==> config.mk <==
export PLATFORM = sky130hd
export DESIGN_NAME = video_cmd_scheduler
export DESIGN_NICKNAME = d
export VERILOG_FILES = /design/src/rtl/video_acc_pkg.sv /design/src/rtl/video_mover_issue.sv /design/src/rtl/video_cmd_scheduler.sv
export SDC_FILE = /design/constraint.sdc
export NUM_CORES = 1
export LEC_CHECK = 0
export BUFFER_PORTS_ARGS = -buffer_cell sky130_fd_sc_hd__buf_4
export CORE_AREA = 2 2 165 167
export CTS_CLUSTER_SIZE = 25
export DETAILED_ROUTE_END_ITERATION = 8
export DIE_AREA = 0 0 167 169
export PLACE_DENSITY = 0.58
export RECOVER_POWER = 25
export SETUP_SLACK_MARGIN = 0.02
export SYNTH_ARGS = -nofsm -noshare
export SYNTH_HDL_FRONTEND = slang
export SYNTH_SLANG_ARGS = --single-unit
export TNS_END_PERCENT = 5
==> constraint.sdc <==
create_clock -name aclk -period 2.29 [get_ports aclk]
set_clock_uncertainty 0.05 [all_clocks]
set_input_delay 0.1145 -clock aclk [delete_from_list [all_inputs] [get_ports aclk]]
set_output_delay 0.1145 -clock aclk [all_outputs]
set_load 0.1 [all_outputs]
==> src/rtl/video_acc_pkg.sv <==
// Shared definitions for the video accelerator: opcodes, scheduler states and
// the opcode-to-router-destination map.
package video_acc_pkg;

  localparam logic [5:0] OP_MOV         = 6'h08;
  localparam logic [5:0] OP_DCT         = 6'h09;
  localparam logic [5:0] OP_IDCT        = 6'h0A;
  localparam logic [5:0] OP_CHROMA      = 6'h0B;
  localparam logic [5:0] META_PARAM_END = 6'h0C;

  typedef enum logic [1:0] {
    IDLE,
    ISSUE,
    RUN
  } sched_state_t;

  typedef struct packed {
    logic       mapped;
    logic [7:0] dest;
  } op_dest_t;

  function automatic op_dest_t op_to_dest(input logic [5:0] op);
    op_dest_t res;
    res = '{mapped: 1'b0, dest: 8'd0};
    if (op >= OP_MOV && op < META_PARAM_END) begin
      res.mapped = 1'b1;
      res.dest   = 8'(op - OP_MOV);
    end
    return res;
  endfunction

endpackage

==> src/rtl/video_mover_issue.sv <==
// Per-mover request latch: loads programming data, holds valid until the
// mover handshakes, then drops it. abort drops valid without a handshake.
module video_mover_issue #(
  parameter int WIDTH = 64
) (
  input  logic             aclk,
  input  logic             aresetn,
  input  logic             load,
  input  logic [WIDTH-1:0] load_data,
  input  logic             abort,
  input  logic             ready,
  output logic             valid,
  output logic [WIDTH-1:0] data
);

  // NOTE: sequential state uses non-blocking assignments only.
  always_ff @(posedge aclk or negedge aresetn) begin
    if (!aresetn) begin
      valid <= 1'b0;
      data  <= '0;
    end else if (load) begin
      valid <= 1'b1;
      data  <= load_data;
    end else if (abort || (valid && ready)) begin
      valid <= 1'b0;
    end
  end

endmodule

==> src/rtl/video_cmd_scheduler.sv <==
// Issues one decoded command at a time: route select, read/write mover issue,
// wait for both movers idle, retire. VIDEO_SCHED_TIMEOUT_EN adds a watchdog.
module video_cmd_scheduler
  import video_acc_pkg::*;
#(
  parameter int ADDR_WIDTH     = 64,
  parameter int DEST_WIDTH     = 3,
  parameter int NR_FUN_UNITS   = 2,
  parameter int BEAT_BYTES     = 8,
  parameter int TIMEOUT_CYCLES = 65535
) (
  input  logic                  aclk,
  input  logic                  aresetn,
  input  logic                  cmd_valid,
  output logic                  cmd_ready,
  input  logic [5:0]            cmd_op,
  input  logic [ADDR_WIDTH-1:0] cmd_src,
  input  logic [ADDR_WIDTH-1:0] cmd_dest,
  input  logic [ADDR_WIDTH-1:0] cmd_len,
  output logic [ADDR_WIDTH-1:0] rd_src,
  output logic [ADDR_WIDTH-1:0] rd_len,
  output logic                  rd_valid,
  input  logic                  rd_ready,
  output logic [ADDR_WIDTH-1:0] wr_dest,
  output logic                  wr_valid,
  input  logic                  wr_ready,
  output logic [DEST_WIDTH-1:0] route_dest,
  output logic                  busy,
  output logic [15:0]           done_count,
  output logic                  err,
  input  logic                  err_clr
);

  localparam logic [ADDR_WIDTH-1:0] BEAT = ADDR_WIDTH'(BEAT_BYTES);

  sched_state_t state, next_state;
  op_dest_t     dec;
  logic         accept, illegal, zero_len, load, retire, wd_expired;

  assign cmd_ready = (state == IDLE);
  assign busy      = (state != IDLE);
  assign accept    = cmd_valid && cmd_ready;
  assign dec       = op_to_dest(cmd_op);
  assign illegal   = !dec.mapped || (int'(dec.dest) > NR_FUN_UNITS) ||
                     ((cmd_len % BEAT) != '0);
  assign zero_len  = (cmd_len == '0);

  always_ff @(posedge aclk or negedge aresetn) begin
    if (!aresetn) state <= IDLE;
    else          state <= next_state;
  end

  always_comb begin
    // NOTE: every combinational output gets a default first, so no latch is inferred.
    next_state = state;
    load       = 1'b0;
    retire     = 1'b0;
    case (state)
      IDLE: begin
        if (accept && !illegal && !zero_len) begin
          load       = 1'b1;
          next_state = ISSUE;
        end
      end
      ISSUE: begin
        if (wd_expired)               next_state = IDLE;
        else if (!rd_valid && !wr_valid) next_state = RUN;
      end
      RUN: begin
        if (rd_ready && wr_ready) begin
          retire     = 1'b1;
          next_state = IDLE;
        end else if (wd_expired) begin
          next_state = IDLE;
        end
      end
      default: next_state = IDLE;
    endcase
  end

  video_mover_issue #(.WIDTH(2 * ADDR_WIDTH)) u_rd_issue (
    .aclk      (aclk),
    .aresetn   (aresetn),
    .load      (load),
    .load_data ({cmd_src, cmd_len}),
    .abort     (wd_expired),
    .ready     (rd_ready),
    .valid     (rd_valid),
    .data      ({rd_src, rd_len})
  );

  video_mover_issue #(.WIDTH(ADDR_WIDTH)) u_wr_issue (
    .aclk      (aclk),
    .aresetn   (aresetn),
    .load      (load),
    .load_data (cmd_dest),
    .abort     (wd_expired),
    .ready     (wr_ready),
    .valid     (wr_valid),
    .data      (wr_dest)
  );

  // A zero-length command retires straight from IDLE without mover traffic.
  always_ff @(posedge aclk or negedge aresetn) begin
    if (!aresetn) begin
      route_dest <= '0;
      done_count <= '0;
      err        <= 1'b0;
    end else begin
      if (load) route_dest <= DEST_WIDTH'(dec.dest);
      if (retire || (accept && !illegal && zero_len)) done_count <= done_count + 16'd1;
      if ((accept && illegal) || wd_expired) err <= 1'b1;
      else if (err_clr)                      err <= 1'b0;
    end
  end

`ifdef VIDEO_SCHED_TIMEOUT_EN
  localparam logic [31:0] WD_LIMIT = 32'(TIMEOUT_CYCLES - 1);
  logic [31:0] wd_cnt;

  // Counts busy cycles; fires on the TIMEOUT_CYCLES-th cycle after accept.
  always_ff @(posedge aclk or negedge aresetn) begin
    if (!aresetn)  wd_cnt <= '0;
    else if (load) wd_cnt <= '0;
    else if (busy) wd_cnt <= wd_cnt + 32'd1;
  end

  assign wd_expired = busy && (wd_cnt == WD_LIMIT);
`else
  assign wd_expired = 1'b0;
`endif

endmodule

Yosys cells after proc, flatten, opt, wreduce, memory -nomap -nowiden. Cells that the tools add are included.

Flip-flop bits (word level): 216. Output and inout port bits: 216. Bits of input ports: 204. Word-level logic and storage cells: 59.

$lt $le $gt $ge: 3. Equality and inequality tests: 5. Add/sub/neg operators: 2. Reductions and logical operators: 26. Mux-type cells: 15.

Operator list (count): logical NOT 64 bit (1); nonzero test 64 bit (1); adder 16 x 1 -> 16 bit (second input constant) (1); logical AND 1 bit (10); 2-to-1 mux 1 bit (10); 2-to-1 mux 9 bit (1); > comparator 8 x 2 -> 1 bit (second input constant) (1); nonzero test 2 bit (4); subtractor 6 x 4 -> 7 bit (second input constant) (1); >= comparator 6 x 4 -> 1 bit (second input constant) (1); less-than comparator 6 x 4 -> 1 bit (second input constant) (1); 2-to-1 mux 2 bit (3); one-hot mux 2 bit (3 select lines) (1); logical NOT 1 bit (5); != test 2 bit (second input constant) (2); logical OR 1 bit (3); AND reduction 3 bit (1); equality test 2 x 1 -> 1 bit (second input constant) (1); equality test 2 bit (second input constant) (1); logical NOT 2 bit (1); != test 2 x 1 -> 1 bit (second input constant) (1).

Logic depth before layout (Yosys ltp).
Depth after elaboration: 12. Mapped depth: 11. Depth with buffers taken out: 9.

By module. Synthesis repeated with hierarchy kept, for this count alone.

Cell total of the unflattened synthesis: 540. Area, all modules: 8734.6 sq um.

By module, submodules not included: video_mover_issue at u_rd_issue (cells an instance 273, times used 1, seq. area each 3228.1 sq um, area an instance 4834.6 sq um); video_mover_issue at u_wr_issue (cells an instance 138, times used 1, seq. area each 1626.6 sq um, area an instance 2617.5 sq um); video_cmd_scheduler (cells an instance 129, times used 1, seq. area each 550.5 sq um, area an instance 1282.5 sq um).

Worst setup path before layout. OpenSTA, ideal clock, no wires.

Kind: register -> register. Start point: register state[1]. End point: register u_rd_issue.data[23]. Library setup time: 0.126 ns. Required time: 2.114 ns. Arrival time: 2.891 ns. Path slack: -0.777 ns. Buffers on the path: 2. Cell stages (with the launch flop): 8. Clock period less this slack: 3.067 ns. Cells stage by stage: dfrtp_1 nor2_1 and2_1 nand4_1 o21bai_1 buf_2 buf_2 mux2_2.

Longest elaborated chain between the ends: 6.

RTL lines: from (decl) (line video_cmd_scheduler.sv:36) `sched_state_t state, next_state;`; from (signal assigned) (line video_cmd_scheduler.sv:50) `else state <= next_state;`; logical NOT 2 bit (*) (line video_cmd_scheduler.sv:40) `assign cmd_ready = (state == IDLE);`; net cmd_ready (line video_cmd_scheduler.sv:15) `output logic cmd_ready,`; logical AND 1 bit (line video_cmd_scheduler.sv:42) `assign accept = cmd_valid && cmd_ready;`; logical AND 1 bit (2 in a row) (line video_cmd_scheduler.sv:60) `if (accept && !illegal && !zero_len) begin`; 2-to-1 mux 1 bit (line video_cmd_scheduler.sv:60); 2-to-1 mux 1 bit (*) (line video_cmd_scheduler.sv:58) `case (state)`; to (signal assigned) (line video_mover_issue.sv:23) `data <= load_data;`; to (decl) (line video_mover_issue.sv:13) `output logic [WIDTH-1:0] data`.

Mark *: on every way through the listed nets, which the timed path passes. The rest lies on a longest branch. A chain may end at the register's enable or synchronous reset.

Worst setup path after layout.
Start point: input cmd_len[62]. End point: register u_wr_issue.data[60].

Longest elaborated chain between the ends: 5.

RTL lines: from (decl) (line video_cmd_scheduler.sv:19) `input logic [ADDR_WIDTH-1:0] cmd_len,`; logical NOT 64 bit (line video_cmd_scheduler.sv:46) `assign zero_len = (cmd_len == '0);`; logical NOT 1 bit (line video_cmd_scheduler.sv:60); logical AND 1 bit (line video_cmd_scheduler.sv:60); 2-to-1 mux 1 bit (line video_cmd_scheduler.sv:60); 2-to-1 mux 1 bit (line video_cmd_scheduler.sv:58); to (signal assigned) (line video_mover_issue.sv:23); to (decl) (line video_mover_issue.sv:13).

No other way between the ends.

==> impl_metrics.csv <==
group,metric,value,unit
outcome,status,"complete, but fails checks",
outcome,violations,"max-capacitance violations, max-slew violations",
flow_run,drv_cap,1,
sta,fin_ws,0.0291,ns
sta,max_slew.worst_pin.slew,1.71,ns
critical_path,crit_path_top_delay_cell,"dlygate4sd3_1",
synth,yosys-top-cells-area,"dfrtp_1 (64%), mux2_2 (25%), buf_4 (1.6%)",
route,num_vias,7013,
clock_tree,path_clk_slew,0.06,ns
floorplanning,initial_core_util,0.317,
placement,dpl.cell_count,1316,
route,drtPass1Iterations,4,
synth,synth-seq-area-share,0.643,
route,drt_iter0_markers,297,
synth,synth_common_cells,"dfrtp_1 (216), mux2_2 (190), buf_4 (18)",
cells_and_area,diodes,0,
sta,fin_hold_ws,0.0544,ns
cells_and_area,drive_gt1_frac,0.585,
critical_path,endpoint_kind,"flip-flop",
floorplanning,ios,420,
synth,synth_most_common_cell,"dfrtp_1",
placement,hpwl,18400,um
route,antenna_left,0,
clock_tree,cts_root_buf,"clkbuf_16",
route,routed_wl,27700,um
clock_tree,clock_latency,0.51,ns
synth,yosysTopAreaCell,"dfrtp_1",
cells_and_area,area_delta_synth_final,81.5,%
power,leakage,8.20,nW
critical_path,critPathLaunchType,"input port",
sta,relSlewSlack,-0.140,
global_route,grt_pass1_vias,7739,
floorplanning,fp-row-count,60,
sta,fin_crit,2.26,ns
power,pwr-share-clk,0.427,
worst_hold_path,hp-class,"input port to flip-flop",
placement,place_area,0.0122,mm2
power,power.share.sequential,0.424,
floorplanning,die_x,167,um
synth,synth_area,0.00840,mm2
clock_tree,htreeDepth,1,
critical_path,crit_required,2.64,ns
synth,ys_types,36,
sta,drv_slew,72,
critical_path,critPathKind,"input port to flip-flop",
sta,hold_viol_final,0,
floorplanning,core_area,0.0265,mm2
global_route,grt_max_degree,72,
power,comb_power_share,0.149,
power,ir_drop,0.603,mV
sta,rsz0062_at_grt,"yes",
critical_path,cp_num_buf_inv,4,
sta,fmax,442,MHz
global_route,antenna_found_initial,0,
synth,synthFlopType,"dfrtp_1",
synth,yosysWarnings,0,
critical_path,cp_max_fo,16,
critical_path,cp.arrival,2.61,ns
cells_and_area,nNetsFinal,1415,
synth,synth.net_count,740,
synth,postSynthAreaPerCell,15.8,um2
synth,synth-edff-count,0,
route,vias_per_cell,4.48,
sta,tns,0,ns
clock_tree,cts_tree,"built",
placement,gp_congestion,0.777,
critical_path,crit_chain,"dlygate4sd3_1 -> buf_4 -> nor4_4 -> nand4_1 -> or3_4 -> o21bai_4 -> buf_8 -> clkbuf_16 -> mux2_2",
power,internal_power,6.88,mW
sta,finalCritPeriodShare,0.987,
global_route,grt_overflow_total,0,
floorplanning,die_area,0.0282,mm2
global_route,grtUsageTotal,0.183,
synth,async_flop_share,1.00,
cells_and_area,final_cell_area,0.0153,mm2
critical_path,slowest_delay,0.54,ns
cells_and_area,stdcell_count,1566,
global_route,grt_pass1_wl,41400,um
synth,syn_inst,533,
floorplanning,die_y,169,um
critical_path,cpLargestDelayFamily,"buffers and inverters",
synth,synth-seq-cells,216,
sta,setup_violations,0,
cells_and_area,n_fill_cell,2136,
route,drc,0,
route,avgRoutedWirePerCell,17.7,um
power,switching_power,2.38,mW
clock_tree,cts_buffers,25,
power,power_density,607,mW/mm2
power,p_sw_frac,0.257,
critical_path,r2r_setup_slack,0.14,ns
placement,port_buffers,419,
placement,place_ws,-0.522,ns
clock_tree,cts_buffer_depth,3,
clock_tree,cts_num_sinks,216,
synth,yosysTopAreaCellShare,0.643,
[cell families after synthesis]
logic type,synth area share
multiplexers,0.255
buffers and inverters,0.0228
AND/OR/NAND/NOR,0.0490
flip-flops,0.643
AO/OA/AOI/OAI,0.0104
XOR/XNOR,0.0156
adder cells (fa/ha/maj),0.00447
[state kept, by name, indices dropped and copies added, names as in the netlist]
| name | cells |
|---|---|
| done_count | 16 |
| u_wr_issue.data | 64 |
| u_rd_issue.valid | 1 |
| err | 1 |
| state | 2 |
| u_rd_issue.data | 128 |
| route_dest | 3 |
| u_wr_issue.valid | 1 |
[final timing paths]
kind / start / to / depth (start not counted)
worst max-delay path: cmd_len[62] / u_wr_issue.data[60] / 9
worst min-delay path: cmd_op[5] / route_dest[1] / 6
worst max register to register: state[1] / u_rd_issue.data[43] / 7
worst min register to register: done_count[15] / done_count[15] / 1
max in group asynchronous: aresetn / u_rd_issue.data[111] / 3
min in group asynchronous: aresetn / u_rd_issue.data[67] / 2
[cell usage in the layout, fill, tap and decap left out, drive strengths merged, types with 6 or more instances in the layout]
cell         netlist  layout
buf               22     468
dfrtp            216     216
dlygate4sd3        0     196
mux2             190     190
clkbuf             1      42
nor4              13      13
nand2             11      11
xor2              11      11
inv                7       7
nor3               6       6
[final cells by class]
| type | count | area (um2) | area share |
|---|---|---|---|
| clock buffer | 35 | 713 | 0.0467 |
| clock inverter | 9 | 100 | 0.00656 |
| inverter | 7 | 26.3 | 0.00172 |
| multi-input combinational | 287 | 2890 | 0.189 |
| sequential | 216 | 5410 | 0.354 |
| tap | 341 | 427 | 0.0280 |
| timing repair buffer | 671 | 5700 | 0.373 |
[tightest hold or removal path, stage by stage]
cell     delay [ns]
buf_4          0.09
a211o_1        0.08
a21oi_1        0.05
buf_4          0.13
nand2_1        0.05
o21ai_0        0.06
[power by group through the flow]
stage / Sequential [mW] / Clock, mW / Combinational, mW
2_1_floorplan: 4.46 / 0 / 0.0798
3_3_place_gp: 3.99 / 0 / 1.11
3_5_place_dp: 3.99 / 0 / 1.11
4_1_cts: 3.92 / 4.08 / 1.38
5_1_grt: 3.93 / 4.23 / 1.46
6_report: 3.92 / 3.96 / 1.38
[per-layer routing]
metal,GRT usage,part of all wire,up-vias
li1,-,-,3244
met1,0.203,0.38,3410
met2,0.329,0.50,309
met3,0.0599,0.088,50
met4,0.0600,0.029,0
met5,0,0,-
[through the flow]
stage / power, mW / util
after global routing: 9.61 / 0.576
after floorplan: 4.54 / -
after CTS: 9.39 / 0.567
after detailed placement: 5.11 / 0.462
final: 9.26 / 0.576
after global placement: 5.10 / 0.462
[timing repair]
item | CTS | global route
resized for setup | 0 | 22
buffers inserted | 0 | 3
setup endpoints to repair | 0 | 202
endpoints found under the hold margin | 263 | 0
hold buffers | 196 | 0
No activity file was read; power rests on OpenSTA's default activity.
